**src/rtl/unified_mem_arb_pkg.sv**
```systemverilog
// unified_mem_arb_pkg: shared state encoding, requester ids and counter width for the unified memory arbiter
package unified_mem_arb_pkg;
  typedef enum logic [1:0] {IDLE, ISSUE, WAIT} state_t;
  localparam logic REQ_IF = 1'b0;
  localparam logic REQ_D = 1'b1;
  localparam int CNT_W = 4;
endpackage

```
**src/rtl/mem_lat_counter.sv**
```systemverilog
// mem_lat_counter: loadable down-counter with zero flag that times out the memory latency
module mem_lat_counter
  import unified_mem_arb_pkg::*;
(
  input  logic             clk,
  input  logic             reset,
  input  logic             load,
  input  logic             en,
  input  logic [CNT_W-1:0] load_val,
  output logic             zero
);
  logic [CNT_W-1:0] count;
  // load wins over decrement; the count parks at zero instead of wrapping
  always_ff @(posedge clk or negedge reset)
    if (!reset) count <= '0;
    else if (load) count <= load_val;
    else if (en && count != '0) count <= count - 1'b1;
  assign zero = count == '0;
endmodule

```
**src/rtl/unified_mem_arbiter.sv**
```systemverilog
// unified_mem_arbiter: shares one fixed-latency memory between IF and data ports; UNIFIED_MEM_ARB_ROUND_ROBIN_EN selects round-robin on collisions
module unified_mem_arbiter
  import unified_mem_arb_pkg::*;
#(
  parameter int ADDR_W = 32,
  parameter int DATA_W = 32,
  parameter int MEM_LATENCY = 2
) (
  input  logic              clk,
  input  logic              reset,
  input  logic              if_req,
  input  logic [ADDR_W-1:0] if_addr,
  output logic [DATA_W-1:0] if_rdata,
  output logic              if_ready,
  input  logic              d_req,
  input  logic              d_we,
  input  logic [ADDR_W-1:0] d_addr,
  input  logic [DATA_W-1:0] d_wdata,
  output logic [DATA_W-1:0] d_rdata,
  output logic              d_ready,
  output logic              mem_en,
  output logic              mem_we,
  output logic [ADDR_W-1:0] mem_addr,
  output logic [DATA_W-1:0] mem_wdata,
  input  logic [DATA_W-1:0] mem_rdata,
  output logic              busy,
  output logic              grant_id
);
  state_t state, state_nx;
  logic owner, lat_we, grant_d, take, done, zero;
  logic [ADDR_W-1:0] lat_addr;
  logic [DATA_W-1:0] lat_wdata;
  assign take = state == IDLE && (if_req || d_req);
  assign done = state == WAIT && zero;
`ifdef UNIFIED_MEM_ARB_ROUND_ROBIN_EN
  logic last_grant;
  assign grant_d = d_req && (!if_req || last_grant == REQ_IF);
  // remember who won the most recent grant so a collision favours the other port
  always_ff @(posedge clk or negedge reset)
    if (!reset) last_grant <= REQ_IF;
    else if (take) last_grant <= grant_d ? REQ_D : REQ_IF;
`else
  assign grant_d = d_req;
`endif
  // state register
  always_ff @(posedge clk or negedge reset)
    if (!reset) state <= IDLE;
    else state <= state_nx;
  // next state: one ISSUE cycle, then WAIT until the latency counter hits zero
  always_comb begin
    state_nx = state;
    case (state)
      IDLE:    state_nx = take ? ISSUE : IDLE;
      ISSUE:   state_nx = WAIT;
      WAIT:    state_nx = zero ? IDLE : WAIT;
      default: state_nx = IDLE;
    endcase
  end
  // capture the winner at grant so requesters may change their inputs afterwards
  always_ff @(posedge clk or negedge reset)
    if (!reset) begin
      owner <= REQ_IF;
      lat_we <= 1'b0;
      lat_addr <= '0;
      lat_wdata <= '0;
    end else if (take) begin
      owner <= grant_d ? REQ_D : REQ_IF;
      lat_we <= grant_d && d_we;
      lat_addr <= grant_d ? d_addr : if_addr;
      lat_wdata <= grant_d ? d_wdata : '0;
    end
  mem_lat_counter u_cnt (
    .clk(clk),
    .reset(reset),
    .load(state == ISSUE),
    .en(state == WAIT),
    .load_val(CNT_W'(MEM_LATENCY - 1)),
    .zero(zero)
  );
  assign mem_en = state == ISSUE;
  assign mem_we = mem_en && lat_we;
  assign mem_addr = mem_en ? lat_addr : '0;
  assign mem_wdata = mem_en ? lat_wdata : '0;
  assign if_ready = done && owner == REQ_IF;
  assign d_ready = done && owner == REQ_D;
  assign if_rdata = if_ready ? mem_rdata : '0;
  assign d_rdata = d_ready && !lat_we ? mem_rdata : '0;
  assign busy = state != IDLE;
  assign grant_id = owner;
endmodule

```
**config.mk**
```make
export PLATFORM = sky130hd
export DESIGN_NAME = unified_mem_arbiter
export DESIGN_NICKNAME = d
export VERILOG_FILES = /design/src/rtl/unified_mem_arb_pkg.sv /design/src/rtl/mem_lat_counter.sv /design/src/rtl/unified_mem_arbiter.sv
export SDC_FILE = /design/constraint.sdc
export NUM_CORES = 1
export LEC_CHECK = 0
export BUFFER_PORTS_ARGS = -buffer_cell sky130_fd_sc_hd__clkbuf_2
export CORE_AREA = 2 2 103 105
export CTS_CLUSTER_SIZE = 12
export DETAILED_ROUTE_END_ITERATION = 6
export DIE_AREA = 0 0 105 107
export PLACE_DENSITY = 0.79
export SLEW_MARGIN = 20
export SYNTH_ARGS = -nofsm -noshare
export SYNTH_HDL_FRONTEND = slang
export SYNTH_SLANG_ARGS = --single-unit
```
**constraint.sdc**
```tcl
create_clock -name clk -period 2.4 [get_ports clk]
set_input_delay 0.24 -clock clk [delete_from_list [all_inputs] [get_ports clk]]
set_output_delay 0.24 -clock clk [all_outputs]
set_load 0.02 [all_outputs]
```
==> results.json <==
{
  "syn_inst": 369,
  "grt_usage_pct": 23.55,
  "synthTopCellsByArea": "dfrtp_1, and2_1, mux2_2",
  "yosys_warnings": 0,
  "overflow": 0,
  "dp_hpwl_mm": 9.303,
  "area_delta_synth_final_pct": 60.14,
  "synth_seq_area_share_pct": 44.60,
  "stdcell_count": 780,
  "gp_congestion": 0.8783,
  "die_area_um2": 11240,
  "remaining_drc_errors": 0,
  "ys_types": 32,
  "syn-cell-area_um2": 4040,
  "drv_cap": 0,
  "avgViaCountPerCell": 4.985,
  "numPortBuffers": 266,
  "yosys_register_bits": 72,
  "drt-initial-drc-count": 181,
  "antenna_found_initial": 3,
  "drive_gt1_share_pct": 65.52,
  "vias": 3888,
  "hp-class": "in2reg",
  "avgSynthCellArea_um2": 10.95,
  "layout_min_cycle_time_ps": 2498,
  "endpoint_kind": "output port",
  "final_hold_viol_count": 0,
  "htreeDepth": 3,
  "fin_area_um2": 6470,
  "die_width_um": 105,
  "start_util_pct": 40.03,
  "synth_top_cell_by_area": "dfrtp_1",
  "ios": 267,
  "cts_buffer_depth": 2,
  "clock_sinks": 72,
  "violations": "negative setup slack",
  "fp.dieH_um": 107,
  "first_global_vias": 4155,
  "clock_skew_ps": 5.431,
  "synth-adder-area-share_pct": 0.3097,
  "worst_pin_slew_ps": 707.5,
  "final_cell_mix": "clkbuf_2, and2_1, dfrtp_1, mux2_2, and2_4",
  "final_common_cell": "clkbuf_2",
  "setup_viol": 61,
  "cp.arrival_ps": 2260,
  "outcome": "complete, but fails checks",
  "synth_top_family_by_area": "simple AND/OR/NAND/NOR gates",
  "firstDrtPassIters": 4,
  "tritoncts": "built",
  "wire_per_inst_um": 17.83,
  "met2_length_mm": 7.373,
  "met1_length_mm": 4.839,
  "cp_top_family": "simple AND/OR/NAND/NOR gates",
  "synth_top_area_share_pct": 44.60,
  "dp_cells": 751,
  "critPathKind": "reg2out",
  "cts_buffers": 9,
  "relSlewSlack_pct": 52.83,
  "required_ps": 2160,
  "final_max_slew_viol_count": 0,
  "routed_wl_mm": 13.90,
  "post_dp_cell_area_um2": 5508,
  "critical-path-max-stage-delay_ps": 410,
  "synth_nets": 503,
  "cp_max_fo": 8,
  "clk_pin_slew_worst_paths_ps": 70,
  "p_leak_uw": 0.003333,
  "met3_length_mm": 1.027,
  "critPathLaunchType": "flip-flop",
  "final_antenna_net_count": 0,
  "grt_first_pass_wirelength_mm": 20.96,
  "total_power_uw": 6363,
  "layout_setup_ws_ps": -97.54,
  "post-route-period-util_pct": 104.1,
  "synth_compound_area_share_pct": 9.043,
  "grt_max_degree": 68,
  "core_um2": 10090,
  "insertion_delay_ps": 330,
  "nets": 771,
  "cp_num_buf_inv": 4,
  "routed.top_layer": "met4",
  "power.density_nw_per_um2": 983.5,
  "slowest_stage": "or3b_4",
  "synth-xor-area-share_pct": 0,
  "max_freq_mhz": 400.4,
  "synth_simple_gate_area_share_pct": 23.94,
  "synthMuxAreaShare_pct": 17.84,
  "clockRootBuffer": "clkbuf_8",
  "rsz0062_at_grt": "yes",
  "rows": 37,
  "path_cells": "inv_2 -> ha_4 -> or3b_4 -> nor4_4 -> buf_4 -> buf_6 -> and2_4 -> buf_8",
  "ir_drop_mv": 0.6256,
  "fillers": 786
}
-- where the power goes --
group / internal [µW] / switching [µW]
Combinational: 1560 / 1720
Clock: 556 / 418
Sequential: 1780 / 334
-- worst paths after layout --
kind                                      from       endpoint  slack [ps]  cells after the start
worst max-delay path            u_cnt.count[1]    d_rdata[17]        -100                      8
worst min-delay path                d_wdata[0]   lat_wdata[0]         120                      2
worst max register to register        state[0]    lat_addr[8]         500                      5
worst min register to register     lat_addr[7]    lat_addr[7]         490                      1
max in group asynchronous                reset  lat_wdata[19]        1190                      3
min in group asynchronous                reset    lat_addr[2]         520                      2
-- area by class of cell --
type                    instances  area [µm²]  share of cell area [%]
well taps                     136       170.2                   2.630
inverters                       7       26.28                  0.4061
clock buffers                  12       165.2                   2.553
diodes                          3       7.507                  0.1160
multi-input cells             261        2206                   34.09
clock inverters                 3       40.04                  0.6188
repair buffers                286        2053                   31.73
flip-flops and latches         72        1802                   27.85
-- metal layers --
metal | GRT usage, % | up-vias
met5 | 0 | -
met2 | 42.49 | 191
met4 | 14.10 | 0
li1 | - | 1788
met3 | 5.653 | 41
met1 | 24.90 | 1868
-- cell usage after synthesis --
cell type  instances
nor2b_1            4
o21ai_0            1
and2_1           127
nand2_1            4
nand3b_1           1
nor3_1             5
clkbuf_1          15
o2bb2ai_1          1
mux2_2            63
buf_4              3
buf_2              6
nor2_1             1
o21ai_2            1
nor3b_1            4
dfrtp_1           72
nand3_1            1
mux2_1             1
nor4_4             1
a22oi_1            2
clkbuf_2           3
o31ai_1            1
nor3_4             1
a21o_1             1
nand2b_1           1
ha_1               1
a22o_1            34
buf_6              2
or2_2              1
inv_2              1
or3b_4             1
inv_1              6
a21oi_1            3
-- kinds of logic after synthesis --
| kind of cell | after synthesis |
|---|---|
| AND/OR/NAND/NOR | 152 |
| flip-flops | 72 |
| multiplexers | 64 |
| AO/OA/AOI/OAI | 44 |
| buffers and inverters | 36 |
| adder cells (fa/ha/maj) | 1 |
-- through the flow --
stage                     util (%)  hold slack, ps  setup WS, ps  setup TNS [ps]
final                        64.11           118.9        -97.54           -3170
after CTS                    62.04           96.48        -38.67           -1129
after detailed placement     54.57           329.1         199.8               0
after global routing         64.11           103.9        -171.9           -8229
after global placement       54.57           318.4         311.5               0
after floorplan                  -          -55.59         362.4               0
-- flip-flops by register name (all words and copies together) (netlist names) --
name,flops
grant_id,1
lat_addr,32
lat_wdata,32
lat_we,1
state,2
u_cnt.count,4
-- repair_timing --
action	CTS	global route
setup buffers	7	0
cloned	4	0
endpoints found under the setup margin	63	65
hold buffers	1	0
hold endpoints to repair	29	0
pin swaps	17	22
gates resized for setup	113	122
Note: power is estimated with default switching activity, not from simulation.
